`config.mk`:
```
export PLATFORM = sky130hd
export DESIGN_NAME = adder_scheduler_flat
export DESIGN_NICKNAME = d
export VERILOG_FILES = /design/src/rtl/adder_scheduler_if.sv /design/src/rtl/adder_scheduler.sv /design/src/flat_wrapper.sv
export SDC_FILE = /design/constraint.sdc
export NUM_CORES = 1
export LEC_CHECK = 0
export BUFFER_PORTS_ARGS = -buffer_cell sky130_fd_sc_hd__buf_4
export CAP_MARGIN = 15
export CORE_AREA = 2 2 80 63
export CTS_CLUSTER_SIZE = 14
export DETAILED_ROUTE_END_ITERATION = 10
export DIE_AREA = 0 0 82 65
export GPL_TIMING_DRIVEN = 0
export PLACE_DENSITY_LB_ADDON = 0.2
export SLEW_MARGIN = 30
export SYNTH_ARGS = -nofsm -noshare
export SYNTH_HDL_FRONTEND = slang
export SYNTH_SLANG_ARGS = --single-unit
```
`constraint.sdc`:
```
create_clock -name clk -period 3.55 [get_ports clk]
set_clock_uncertainty 0.15 [all_clocks]
set_input_delay 0.355 -clock clk [delete_from_list [all_inputs] [get_ports clk]]
set_output_delay 0.355 -clock clk [all_outputs]
set_load 0.05 [all_outputs]
```
`src/rtl/adder_scheduler_if.sv`:
```
`default_nettype none
// ============================================================================
// Module      : adder_scheduler_if
// Description : Bundles the requester, response and shared-adder signals of
//               adder_scheduler.
//               slave  - used by the scheduler itself.
//               master - used by the environment (requesters plus the adder).
//               Requester i owns slice [i*SIZE +: SIZE] of req_a/req_b.
// Revision    : 1.0 - initial release
// ============================================================================
interface adder_scheduler_if #(
    parameter int SIZE    = 8,
    parameter int NUM_REQ = 4
);
    logic [NUM_REQ-1:0]      req_valid;
    logic [NUM_REQ-1:0]      req_ready;
    logic [NUM_REQ*SIZE-1:0] req_a;
    logic [NUM_REQ*SIZE-1:0] req_b;
    logic [NUM_REQ-1:0]      rsp_valid;
    logic [NUM_REQ-1:0]      rsp_ready;
    logic [SIZE-1:0]         rsp_sum;
    logic                    rsp_carry;
    logic                    add_start;
    logic [SIZE-1:0]         add_a;
    logic [SIZE-1:0]         add_b;
    logic [SIZE-1:0]         add_sum;
    logic                    add_carry;
    logic                    add_done;
    logic                    busy;
    logic                    timeout_err;

    modport slave (
        input  req_valid, req_a, req_b, rsp_ready, add_sum, add_carry, add_done,
        output req_ready, rsp_valid, rsp_sum, rsp_carry, add_start, add_a, add_b,
               busy, timeout_err
    );

    modport master (
        output req_valid, req_a, req_b, rsp_ready, add_sum, add_carry, add_done,
        input  req_ready, rsp_valid, rsp_sum, rsp_carry, add_start, add_a, add_b,
               busy, timeout_err
    );
endinterface
`default_nettype wire

```
`src/rtl/adder_scheduler.sv`:
```
`default_nettype none
// ============================================================================
// Module      : adder_scheduler
// Description : Round-robin scheduler sharing one sequential adder among
//               NUM_REQ requesters. One transaction at a time:
//               IDLE (grant) -> LOAD (add_start pulse) -> RUN (wait add_done)
//               -> RESP (hold result until the owner accepts it).
// Ports       : clk, rst          - clock, synchronous active-high reset
//               bus (slave)       - req_valid/req_ready/req_a/req_b,
//                                   rsp_valid/rsp_ready/rsp_sum/rsp_carry,
//                                   add_start/add_a/add_b, add_sum/add_carry/
//                                   add_done, busy, timeout_err
// Options     : ADDER_SCHEDULER_WATCHDOG_EN - RUN watchdog; after SIZE+3 RUN
//               cycles without add_done the result is forced to zero and
//               timeout_err is set until reset. Undefined: RUN waits forever
//               and timeout_err is tied low.
// Revision    : 1.0 - initial release
// ============================================================================
module adder_scheduler #(
    parameter int SIZE    = 8,
    parameter int NUM_REQ = 4
) (
    input wire logic         clk,
    input wire logic         rst,
    adder_scheduler_if.slave bus
);
    localparam int                   c_idx_w    = (NUM_REQ > 1) ? $clog2(NUM_REQ) : 1;
    localparam logic [c_idx_w-1:0]   c_last_rst = c_idx_w'(NUM_REQ - 1);
    localparam logic [NUM_REQ-1:0]   c_one      = NUM_REQ'(1);

    typedef enum logic [1:0] {
        IDLE = 2'd0,
        LOAD = 2'd1,
        RUN  = 2'd2,
        RESP = 2'd3
    } state_t;

    state_t              state_q, state_d;
    logic [c_idx_w-1:0]  last_grant_q, last_grant_d;
    logic [SIZE-1:0]     add_a_q, add_a_d;
    logic [SIZE-1:0]     add_b_q, add_b_d;
    logic [SIZE-1:0]     rsp_sum_q, rsp_sum_d;
    logic                rsp_carry_q, rsp_carry_d;

    logic [c_idx_w-1:0]  w_winner;
    logic                w_found;
    logic                w_wd_expire;

    // Round-robin search: start one past the last grant and wrap, so the
    // most recently served requester has the lowest priority.
    always_comb begin
        w_found  = 1'b0;
        w_winner = '0;
        for (int k = 1; k <= NUM_REQ; k++) begin
            if (!w_found && bus.req_valid[(int'(last_grant_q) + k) % NUM_REQ]) begin
                w_found  = 1'b1;
                w_winner = c_idx_w'((int'(last_grant_q) + k) % NUM_REQ);
            end
        end
    end

    always_comb begin
        state_d      = state_q;
        last_grant_d = last_grant_q;
        add_a_d      = add_a_q;
        add_b_d      = add_b_q;
        rsp_sum_d    = rsp_sum_q;
        rsp_carry_d  = rsp_carry_q;
        case (state_q)
            IDLE: begin
                if (w_found) begin
                    state_d      = LOAD;
                    last_grant_d = w_winner;
                    add_a_d      = bus.req_a[int'(w_winner)*SIZE +: SIZE];
                    add_b_d      = bus.req_b[int'(w_winner)*SIZE +: SIZE];
                end
            end
            LOAD: state_d = RUN;
            RUN: begin
                if (bus.add_done) begin
                    state_d     = RESP;
                    rsp_sum_d   = bus.add_sum;
                    rsp_carry_d = bus.add_carry;
                end else if (w_wd_expire) begin
                    state_d     = RESP;
                    rsp_sum_d   = '0;
                    rsp_carry_d = 1'b0;
                end
            end
            RESP: begin
                // Only the owner's rsp_ready can close the response.
                if (bus.rsp_ready[last_grant_q]) begin
                    state_d = IDLE;
                end
            end
            default: state_d = IDLE;
        endcase
    end

    always_ff @(posedge clk) begin
        if (rst) begin
            state_q      <= IDLE;
            last_grant_q <= c_last_rst;
            add_a_q      <= '0;
            add_b_q      <= '0;
            rsp_sum_q    <= '0;
            rsp_carry_q  <= 1'b0;
        end else begin
            state_q      <= state_d;
            last_grant_q <= last_grant_d;
            add_a_q      <= add_a_d;
            add_b_q      <= add_b_d;
            rsp_sum_q    <= rsp_sum_d;
            rsp_carry_q  <= rsp_carry_d;
        end
    end

`ifdef ADDER_SCHEDULER_WATCHDOG_EN
    localparam int                 c_cnt_w = $clog2(SIZE + 3);
    localparam logic [c_cnt_w-1:0] c_cnt_last = c_cnt_w'(SIZE + 2);

    logic [c_cnt_w-1:0] run_cnt_q, run_cnt_d;
    logic               timeout_q, timeout_d;

    // run_cnt counts completed RUN cycles; it equals SIZE+2 during the
    // (SIZE+3)-th RUN cycle, which is the last one allowed.
    assign w_wd_expire = (run_cnt_q == c_cnt_last);

    always_comb begin
        run_cnt_d = run_cnt_q;
        timeout_d = timeout_q;
        if (state_q == LOAD) begin
            run_cnt_d = '0;
        end else if (state_q == RUN) begin
            if (!w_wd_expire) begin
                run_cnt_d = run_cnt_q + 1'b1;
            end
            if (!bus.add_done && w_wd_expire) begin
                timeout_d = 1'b1;
            end
        end
    end

    always_ff @(posedge clk) begin
        if (rst) begin
            run_cnt_q <= '0;
            timeout_q <= 1'b0;
        end else begin
            run_cnt_q <= run_cnt_d;
            timeout_q <= timeout_d;
        end
    end

    assign bus.timeout_err = timeout_q;
`else
    assign w_wd_expire     = 1'b0;
    assign bus.timeout_err = 1'b0;
`endif

    // Grants are suppressed while rst is high so reset wins over req_valid.
    assign bus.req_ready = (state_q == IDLE && !rst && w_found) ? (c_one << w_winner) : '0;
    assign bus.rsp_valid = (state_q == RESP) ? (c_one << last_grant_q) : '0;
    assign bus.rsp_sum   = rsp_sum_q;
    assign bus.rsp_carry = rsp_carry_q;
    assign bus.add_start = (state_q == LOAD);
    assign bus.add_a     = add_a_q;
    assign bus.add_b     = add_b_q;
    assign bus.busy      = (state_q != IDLE);
endmodule
`default_nettype wire

```
`src/flat_wrapper.sv`:
```
// flat-port wrapper written by rule: the top's interface ports become plain ports
module adder_scheduler_flat 
#(
    parameter int SIZE    = 8,
    parameter int NUM_REQ = 4
)
  (clk, rst, bus_req_valid, bus_req_a, bus_req_b, bus_rsp_ready, bus_add_sum, bus_add_carry, bus_add_done, bus_req_ready, bus_rsp_valid, bus_rsp_sum, bus_rsp_carry, bus_add_start, bus_add_a, bus_add_b, bus_busy, bus_timeout_err);
  adder_scheduler_if #(.SIZE(SIZE), .NUM_REQ(NUM_REQ)) bus_i ();
  input wire logic clk;
  input wire logic rst;
  input wire logic [$bits(bus_i.req_valid)-1:0] bus_req_valid;
  input wire logic [$bits(bus_i.req_a)-1:0] bus_req_a;
  input wire logic [$bits(bus_i.req_b)-1:0] bus_req_b;
  input wire logic [$bits(bus_i.rsp_ready)-1:0] bus_rsp_ready;
  input wire logic [$bits(bus_i.add_sum)-1:0] bus_add_sum;
  input wire logic [$bits(bus_i.add_carry)-1:0] bus_add_carry;
  input wire logic [$bits(bus_i.add_done)-1:0] bus_add_done;
  output wire logic [$bits(bus_i.req_ready)-1:0] bus_req_ready;
  output wire logic [$bits(bus_i.rsp_valid)-1:0] bus_rsp_valid;
  output wire logic [$bits(bus_i.rsp_sum)-1:0] bus_rsp_sum;
  output wire logic [$bits(bus_i.rsp_carry)-1:0] bus_rsp_carry;
  output wire logic [$bits(bus_i.add_start)-1:0] bus_add_start;
  output wire logic [$bits(bus_i.add_a)-1:0] bus_add_a;
  output wire logic [$bits(bus_i.add_b)-1:0] bus_add_b;
  output wire logic [$bits(bus_i.busy)-1:0] bus_busy;
  output wire logic [$bits(bus_i.timeout_err)-1:0] bus_timeout_err;
  assign bus_i.req_valid = bus_req_valid;
  assign bus_i.req_a = bus_req_a;
  assign bus_i.req_b = bus_req_b;
  assign bus_i.rsp_ready = bus_rsp_ready;
  assign bus_i.add_sum = bus_add_sum;
  assign bus_i.add_carry = bus_add_carry;
  assign bus_i.add_done = bus_add_done;
  assign bus_req_ready = bus_i.req_ready;
  assign bus_rsp_valid = bus_i.rsp_valid;
  assign bus_rsp_sum = bus_i.rsp_sum;
  assign bus_rsp_carry = bus_i.rsp_carry;
  assign bus_add_start = bus_i.add_start;
  assign bus_add_a = bus_i.add_a;
  assign bus_add_b = bus_i.add_b;
  assign bus_busy = bus_i.busy;
  assign bus_timeout_err = bus_i.timeout_err;
  adder_scheduler #(.SIZE(SIZE), .NUM_REQ(NUM_REQ)) u_core (.clk(clk), .rst(rst), .bus(bus_i));
endmodule
```
==> impl_metrics.py, run 1 <==
metrics = {
    "synthesis": {
        "synthCells": 190,
        "synth_warnings": 0,
        "synth.avg_cell_area_um2": 9.92,
        "synth-simple-area-share": 0.143,
        "ys_ff_latch": 29,
        "synth_top_family_by_area": "multiplexers",
        "ys_types": 32,
        "synthTopCellsByArea": "dfxtp_1 (31%), mux4_2 (20%), a22o_1 (7.9%), ha_1 (6.0%), a21oi_1 (4.2%)",
        "synth-compound-area-share": 0.187,
        "synthAdderAreaFrac": 0.0598,
        "synthMuxAreaShare": 0.224,
        "yosysSeqAreaShare": 0.308,
        "netlist.top_cell.by_area": "dfxtp_1",
        "synth_area_um2": 1880,
        "synth.net_count": 283,
        "synth_xor_area_frac": 0,
        "synth_top_area_share": 0.308,
    },
    "global_route": {
        "grt_busiest_layer": "met2",
        "grtUsageMet3": 0.0836,
        "grt_pass1_wl_um": 8370,
        "antenna_found_initial": 0,
        "grt_usage": 0.206,
        "grt_max_degree": 11,
        "use_met1": 0.242,
        "grtUsageMet2": 0.353,
        "gr-total-overflow": 0,
        "grt_pass1_vias": 1912,
    },
    "clock_network": {
        "clk_pin_slew_ns": 0.06,
        "hold_buffers": 0,
        "htreeDepth": 2,
        "cts.path.max_buffers": 2,
        "cts_tree": "yes",
        "post_cts_resized": 0,
        "cts.root.buffer_cell": "clkbuf_8",
        "insertion_delay_ns": 0.27,
        "cts.sink_count": 29,
        "postCtsSetupBuffers": 0,
        "cts_buffers": 5,
    },
    "sta": {
        "worst_pin_slew_ns": 0.581,
        "fmax_mhz": 299,
        "hold_violations": 0,
        "setup-tns-final_ns": 0,
        "relSlewSlack": 0.611,
        "slew_violations": 0,
        "fin_crit_ns": 3.34,
        "fin_crit_sh": 0.941,
        "rsz0062_at_grt": "false",
        "setup_violations": 0,
    },
    "detailed_routing": {
        "viasPerCell": 5.15,
        "drtIter0Drc": 59,
        "drc": 0,
        "wl_um": 5330,
        "drtPass1Iterations": 4,
        "via_count": 1920,
        "ant_nets": 0,
        "post_drt_wl_per_cell_um": 14.3,
    },
    "worst_setup_path": {
        "worstPathRequired_ns": 3.04,
        "cp-start-kind": "flip-flop",
        "path_class": "flip-flop to output port",
        "crit_path_end_kind": "output port",
        "cp_data_arrival_time_ns": 2.83,
        "cp_max_fo": 10,
    },
    "die": {
        "core_area_um2": 4620,
        "initial_core_util": 0.407,
        "ioPinCount": 120,
        "die_w_um": 82,
        "die_h_um": 65,
        "die-area_um2": 5330,
        "num_rows": 22,
    },
    "power": {
        "p_int_mw": 1.48,
        "seqPwrFrac": 0.189,
        "irDropWorstVdd_mv": 0.453,
        "switching_power_mw": 1.32,
        "p_leak_nw": 1.39,
        "pwr-share-comb": 0.707,
        "switching_share": 0.470,
        "clkPwrFrac": 0.105,
        "p_per_area_nw_per_um2": 955,
    },
    "finish": {
        "multiInputGateArea_um2": 1170,
        "syn_to_final_growth_pct": 55.5,
        "seqCellArea_um2": 581,
        "fin_nets": 405,
        "fill_cells": 410,
        "num_antenna_cells": 0,
        "drive_above_1_share": 0.495,
        "stdcell_count": 373,
    },
    "worst_hold_path": {
        "hold_class": "input pin to flip-flop",
    },
    "placement": {
        "dpl.cell_count": 365,
        "gp_congestion": 0.820,
        "dp_hpwl_um": 4170,
        "portBuffers": 115,
    },
    "status": {
        "status": "completed",
    },
    "job": {
        "drv_cap": 0,
    },
}
==> cells by family after synthesis <==
logic type	after synthesis
muxes	21
buffers and inverters	24
adders and majority gates	9
and+or+nand+nor	56
other	1
AOI/OAI and AO/OA	50
DFF	29
==> per-stage QoR <==
| stage | cell area, um^2 | power [mW] | utilization | hold WS (ns) | setup slack [ns] |
|---|---|---|---|---|---|
| finish | 2930 | 2.80 | 0.634 | 0.189 | 0.210 |
| global route | 2930 | 3.01 | 0.634 | 0.179 | 0.0106 |
| CTS | 2930 | 2.82 | 0.634 | 0.179 | 0.193 |
| detailed placement | 2830 | 2.52 | 0.612 | 0.299 | 0.505 |
| global placement | 2830 | 2.50 | 0.612 | 0.294 | 0.483 |
| floorplan | 1890 | 2.04 | - | 0.353 | 0.268 |
==> routing by layer <==
metal  vias to the layer above  part of all wire
li1                        945                 -
met1                       884              0.41
met2                        89              0.50
met3                         2             0.088
met4                         0            0.0043
met5                         -                 0
==> placed cells by master, fill, tap and decap left out, types with 5 or more instances in the layout <==
master    instances
a22o_1           17
mux4_2           17
a21oi_1          16
ha_1              9
buf_4           120
nor2_1           11
nand3_1          10
inv_1             7
nand2_1          19
clkbuf_8          7
clkbuf_1          5
dfxtp_1          29
==> worst paths after layout <==
check | from | to | cells past startpoint | slack [ns]
min reg2reg | u_core.bus.rsp_sum[6] | u_core.bus.rsp_sum[6] | 2 | 0.31
min | bus_add_sum[6] | u_core.bus.rsp_sum[6] | 3 | 0.19
max | u_core.last_grant_q[1] | bus_req_ready[3] | 11 | 0.21
max reg2reg | u_core.last_grant_q[1] | u_core.bus.add_a[0] | 12 | 0.58
==> sequential cells by signal, summed over array words and instances, names as in the netlist <==
register / cells
u_core.bus.add_a: 8
u_core.bus.add_b: 8
u_core.bus.rsp_sum: 8
u_core.last_grant_q: 2
u_core.state_q: 2
u_core.bus.rsp_carry: 1
==> power by group through the flow <==
stage	clock network, mW	registers (mW)	logic (mW)
2_1_floorplan	0	0.864	1.17
3_3_place_gp	0	0.531	1.97
3_5_place_dp	0	0.526	1.99
4_1_cts	0.304	0.526	1.99
5_1_grt	0.324	0.543	2.14
6_report	0.294	0.528	1.98
==> worst max-delay path, cell delays in order, from the launching register on <==
cell	delay, ns
dfxtp_1	0.36
buf_4	0.17
inv_1	0.13
ha_1	0.35
nand2b_2	0.20
a22o_1	0.24
o32ai_1	0.14
a211o_1	0.18
nand2_1	0.08
buf_4	0.20
nor4_2	0.27
buf_4	0.24
==> cell usage after synthesis <==
cell type / count
inv_1: 7
buf_6: 4
nor2b_1: 4
a21oi_1: 16
nand2b_2: 1
o32ai_1: 1
nand2_1: 19
and2_1: 4
nor2_2: 1
mux4_2: 17
dfxtp_1: 29
conb_1: 1
and3b_1: 1
nand3_1: 10
a21o_1: 2
a22o_1: 17
a31oi_1: 1
clkbuf_1: 5
nor2_1: 11
buf_1: 1
o21ai_0: 3
nor4_1: 1
buf_2: 2
nand2b_1: 2
mux2i_1: 4
a211o_1: 3
buf_4: 5
a221oi_1: 2
o221ai_2: 1
ha_1: 9
nor3b_1: 2
o21ai_1: 4
==> layout make-up <==
cell class                 instances  share of cell area
inverter                           7             0.00897
timing repair buffer             115               0.295
tap                               60              0.0256
clock inverter                     1             0.00171
buffer                            17              0.0393
clock buffer                       7              0.0329
sequential                        29               0.198
multi-input combinational        137               0.399
Note: power is estimated with default switching activity, not from simulation.
==> run 2, diff against run 1 <==
Settings changed: CORE_AREA 2 2 80 63 to 2 2 70 72, DIE_AREA 0 0 82 65 to 0 0 72 74, GPL_ROUTABILITY_DRIVEN from default to 0.
==> impl_metrics.py, run 2 (synthesis gave the netlist of run 1 again) <==
metrics = {
    "status": {
        "status": "completed",
    },
    "power": {
        "pwr-share-comb": 0.706,
        "irDropWorstVdd_mv": 0.580,
        "switching_power_mw": 1.32,
        "p_leak_nw": 1.39,
        "switching_share": 0.471,
        "p_int_mw": 1.48,
        "clkPwrFrac": 0.106,
        "p_per_area_nw_per_um2": 959,
        "seqPwrFrac": 0.188,
    },
    "die": {
        "die_h_um": 74,
        "ioPinCount": 120,
        "num_rows": 25,
        "die-area_um2": 5330,
        "core_area_um2": 4600,
        "initial_core_util": 0.410,
        "die_w_um": 72,
    },
    "sta": {
        "fin_crit_ns": 3.33,
        "fmax_mhz": 300,
        "fin_crit_sh": 0.938,
        "worst_pin_slew_ns": 0.513,
        "hold_violations": 0,
        "relSlewSlack": 0.657,
        "rsz0062_at_grt": "false",
        "setup_violations": 0,
        "slew_violations": 0,
        "setup-tns-final_ns": 0,
    },
    "clock_network": {
        "postCtsSetupBuffers": 0,
        "insertion_delay_ns": 0.27,
        "post_cts_resized": 0,
        "cts.root.buffer_cell": "clkbuf_8",
        "htreeDepth": 2,
        "cts_tree": "yes",
        "cts.sink_count": 29,
        "cts_buffers": 5,
        "hold_buffers": 0,
        "cts.path.max_buffers": 2,
        "clk_pin_slew_ns": 0.06,
    },
    "worst_setup_path": {
        "r2r_cells": 12,
        "path_class": "flip-flop to output port",
        "worstPathRequired_ns": 3.04,
        "r2r-end": "u_core.bus.add_a[2]",
        "crit_path_end_kind": "output port",
        "cp_max_fo": 10,
        "r2r_slack_ns": 0.62,
        "cp_data_arrival_time_ns": 2.83,
        "cp-start-kind": "flip-flop",
        "critPathLaunch": "u_core.last_grant_q[1]",
        "r2r_start": "u_core.last_grant_q[1]",
    },
    "finish": {
        "drive_above_1_share": 0.495,
        "multiInputGateArea_um2": 1170,
        "layout_commonest_cell": "buf_4",
        "seqCellArea_um2": 581,
        "num_antenna_cells": 0,
        "fill_cells": 439,
        "final_cell_mix": "buf_4 (120), dfxtp_1 (29), nand2_1 (19), a22o_1 (17), mux4_2 (17)",
        "stdcell_count": 367,
        "fin_nets": 405,
        "syn_to_final_growth_pct": 55.1,
    },
    "worst_hold_path": {
        "hold_depth": 3,
        "min-delay-start": "bus_add_sum[6]",
        "min_to": "u_core.bus.rsp_sum[6]",
        "hold_class": "input pin to flip-flop",
    },
    "detailed_routing": {
        "drtIter0Drc": 59,
        "ant_nets": 0,
        "via_count": 1932,
        "drc": 0,
        "post_drt_wl_per_cell_um": 14.5,
        "wl_um": 5320,
        "viasPerCell": 5.26,
        "drtPass1Iterations": 5,
    },
    "placement": {
        "dpl.cell_count": 359,
        "dp_hpwl_um": 4360,
        "portBuffers": 115,
    },
    "global_route": {
        "grt_pass1_vias": 1923,
        "grt_pass1_wl_um": 8370,
        "grt_usage": 0.202,
        "antenna_found_initial": 0,
        "gr-total-overflow": 0,
        "grt_max_degree": 11,
    },
    "job": {
        "drv_cap": 0,
    },
}
==> run 2: cell counts in the layout (fill, tap and decap cells not counted) <==
No cell type changed its count.
==> run 2: worst max path at each step <==
stage | to | slack (ns)
2_1_floorplan | bus_req_ready[3] | 0.27
6_report | bus_req_ready[3] | 0.22
3_5_place_dp | bus_req_ready[3] | 0.54
3_3_place_gp | bus_req_ready[3] | 0.53
4_1_cts | bus_req_ready[3] | 0.21
5_1_grt | bus_req_ready[3] | 0.04
==> run 2: critical path, stage by stage, from the launching register on <==
cell      delay (ns)
dfxtp_1         0.36
buf_4           0.18
inv_1           0.12
ha_1            0.35
nand2b_2        0.20
a22o_1          0.23
o32ai_1         0.15
a211o_1         0.19
nand2_1         0.08
buf_4           0.19
nor4_2          0.25
buf_4           0.24
==> run 2: layer usage <==
metal / global-route usage / vias to the layer above / wire (um)
li1: - / 940 / -
met1: 0.226 / 895 / 1980
met2: 0.359 / 85 / 2830
met3: 0.0623 / 12 / 391
met4: 0.0839 / 0 / 121
met5: 0 / - / 0
==> run 2: layout make-up <==
type | count | share of cell area
buffer | 17 | 0.0394
clock buffer | 7 | 0.0330
clock inverter | 1 | 0.00171
inverter | 7 | 0.00899
multi-input combinational | 137 | 0.400
sequential | 29 | 0.199
tap | 54 | 0.0231
timing repair buffer | 115 | 0.295
==> run 2: stage by stage <==
| stage | instance area, um^2 | hold WS, ns | worst slack (ns) | utilization | power (mW) |
|---|---|---|---|---|---|
| final | 2920 | 0.182 | 0.219 | 0.636 | 2.80 |
| after global routing | 2920 | 0.189 | 0.0407 | 0.636 | 2.99 |
| after CTS | 2920 | 0.182 | 0.211 | 0.636 | 2.82 |
| after detailed placement | 2820 | 0.298 | 0.536 | 0.614 | 2.52 |
| after global placement | 2820 | 0.294 | 0.526 | 0.614 | 2.50 |
| after floorplan | 1890 | 0.353 | 0.268 | - | 2.04 |
==> run 2: power by group through the flow <==
stage / registers, mW / clock network (mW) / logic [mW]
2_1_floorplan: 0.864 / 0 / 1.17
3_3_place_gp: 0.529 / 0 / 1.97
3_5_place_dp: 0.527 / 0 / 1.99
4_1_cts: 0.528 / 0.304 / 1.99
5_1_grt: 0.545 / 0.320 / 2.13
6_report: 0.527 / 0.298 / 1.98
==> run 3, diff against run 2 <==
Settings changed: CORE_AREA 2 2 70 72 to 2 2 83 61, DIE_AREA 0 0 72 74 to 0 0 85 63.
==> impl_metrics.py, run 3 (synthesis gave the netlist of run 1 again) <==
metrics = {
    "status": {
        "status": "completed",
    },
    "finish": {
        "drive_above_1_share": 0.492,
        "multiInputGateArea_um2": 1170,
        "syn_to_final_growth_pct": 56.1,
        "stdcell_count": 370,
        "fin_nets": 405,
        "post-route-util": 0.640,
        "num_antenna_cells": 0,
        "layout_commonest_cell": "buf_4",
        "final_cell_mix": "buf_4 (120), dfxtp_1 (29), nand2_1 (19), a22o_1 (17), mux4_2 (17)",
        "seqCellArea_um2": 581,
        "fill_cells": 392,
    },
    "detailed_routing": {
        "drtIter0Drc": 49,
        "post_drt_wl_per_cell_um": 14.2,
        "viasPerCell": 5.22,
        "ant_nets": 0,
        "via_count": 1932,
        "drtPass1Iterations": 4,
        "drc": 0,
        "wl_um": 5260,
    },
    "worst_setup_path": {
        "cp-start-kind": "flip-flop",
        "worstPathRequired_ns": 3.04,
        "crit_path_end_kind": "output port",
        "cp_max_fo": 10,
        "cp_data_arrival_time_ns": 2.82,
        "path_class": "flip-flop to output port",
    },
    "die": {
        "ioPinCount": 120,
        "die_h_um": 63,
        "die-area_um2": 5360,
        "core_area_um2": 4600,
        "num_rows": 21,
        "die_w_um": 85,
        "initial_core_util": 0.410,
    },
    "clock_network": {
        "htreeDepth": 2,
        "cts_buffers": 5,
        "cts.path.max_buffers": 2,
        "cts.root.buffer_cell": "clkbuf_8",
        "hold_buffers": 0,
        "postCtsSetupBuffers": 0,
        "post_cts_resized": 0,
        "cts.sink_count": 29,
        "cts_tree": "yes",
        "insertion_delay_ns": 0.28,
        "clk_pin_slew_ns": 0.06,
    },
    "power": {
        "clkPwrFrac": 0.123,
        "p_leak_nw": 1.40,
        "pwr-share-comb": 0.692,
        "switching_share": 0.460,
        "seqPwrFrac": 0.185,
        "irDropWorstVdd_mv": 0.478,
        "p_int_mw": 1.54,
        "p_per_area_nw_per_um2": 968,
        "switching_power_mw": 1.31,
    },
    "sta": {
        "fmax_mhz": 301,
        "hold_violations": 0,
        "fin_crit_ns": 3.33,
        "relSlewSlack": 0.584,
        "setup_violations": 0,
        "worst_hold_slack_ns": 0.187,
        "slew_violations": 0,
        "rsz0062_at_grt": "false",
        "fin_crit_sh": 0.937,
        "fin_ws_ns": 0.223,
        "worst_pin_slew_ns": 0.621,
        "setup-tns-final_ns": 0,
    },
    "placement": {
        "place_ws_ns": 0.524,
        "portBuffers": 115,
        "dp_hpwl_um": 4290,
        "dpl.cell_count": 362,
    },
    "worst_hold_path": {
        "hold_class": "input pin to flip-flop",
    },
    "global_route": {
        "gr-total-overflow": 0,
        "grt_pass1_vias": 1870,
        "antenna_found_initial": 0,
        "grt_max_degree": 11,
        "grt_pass1_wl_um": 8570,
        "grt_usage": 0.201,
    },
    "job": {
        "drv_cap": 0,
    },
}
## run 3: area by class of cell
cell class	instances	area share
plain buffers	17	0.0391
well taps	57	0.0242
multi-input cells	137	0.397
repair buffers	115	0.293
clock buffers	7	0.0293
clock inverters	1	0.0102
flip-flops and latches	29	0.197
inverters	7	0.00893
## run 3: through the flow
step           instance area (um^2)  total power, mW
2_1_floorplan                  1890             2.04
3_3_place_gp                   2830             2.50
3_5_place_dp                   2830             2.52
4_1_cts                        2940             2.87
5_1_grt                        2940             3.05
6_report                       2940             2.85
## run 3: worst max-delay path, stage by stage, from the launching register on
cell	delay [ns]
dfxtp_1	0.36
buf_4	0.17
inv_1	0.12
ha_1	0.35
nand2b_2	0.20
a22o_1	0.23
o32ai_1	0.13
a211o_1	0.19
nand2_1	0.09
buf_4	0.20
nor4_2	0.26
buf_4	0.24
## run 3: power groups by stage
| stage | clock (mW) | sequential [mW] | combinational [mW] |
|---|---|---|---|
| 5_1_grt | 0.371 | 0.545 | 2.14 |
| 3_5_place_dp | 0 | 0.528 | 1.99 |
| 4_1_cts | 0.357 | 0.527 | 1.99 |
| 6_report | 0.350 | 0.527 | 1.97 |
| 3_3_place_gp | 0 | 0.531 | 1.97 |
| 2_1_floorplan | 0 | 0.864 | 1.17 |
## run 3: path summary, 6_finish.rpt
| check | start | to | slack, ns | cells after the start |
|---|---|---|---|---|
| setup / recovery | u_core.last_grant_q[1] | bus_req_ready[3] | 0.22 | 11 |
| hold / removal | bus_add_sum[6] | u_core.bus.rsp_sum[6] | 0.19 | 3 |
| setup reg to reg | u_core.last_grant_q[1] | u_core.bus.add_b[4] | 0.64 | 12 |
| hold reg to reg | u_core.bus.rsp_carry | u_core.bus.rsp_carry | 0.30 | 2 |
## run 3: routing by layer
layer,vias to the layer above,routed length [um],global-route usage
met2,95,2510,0.323
met3,9,463,0.0621
met1,883,2210,0.256
met4,0,77,0.0675
li1,945,-,-
met5,-,0,0
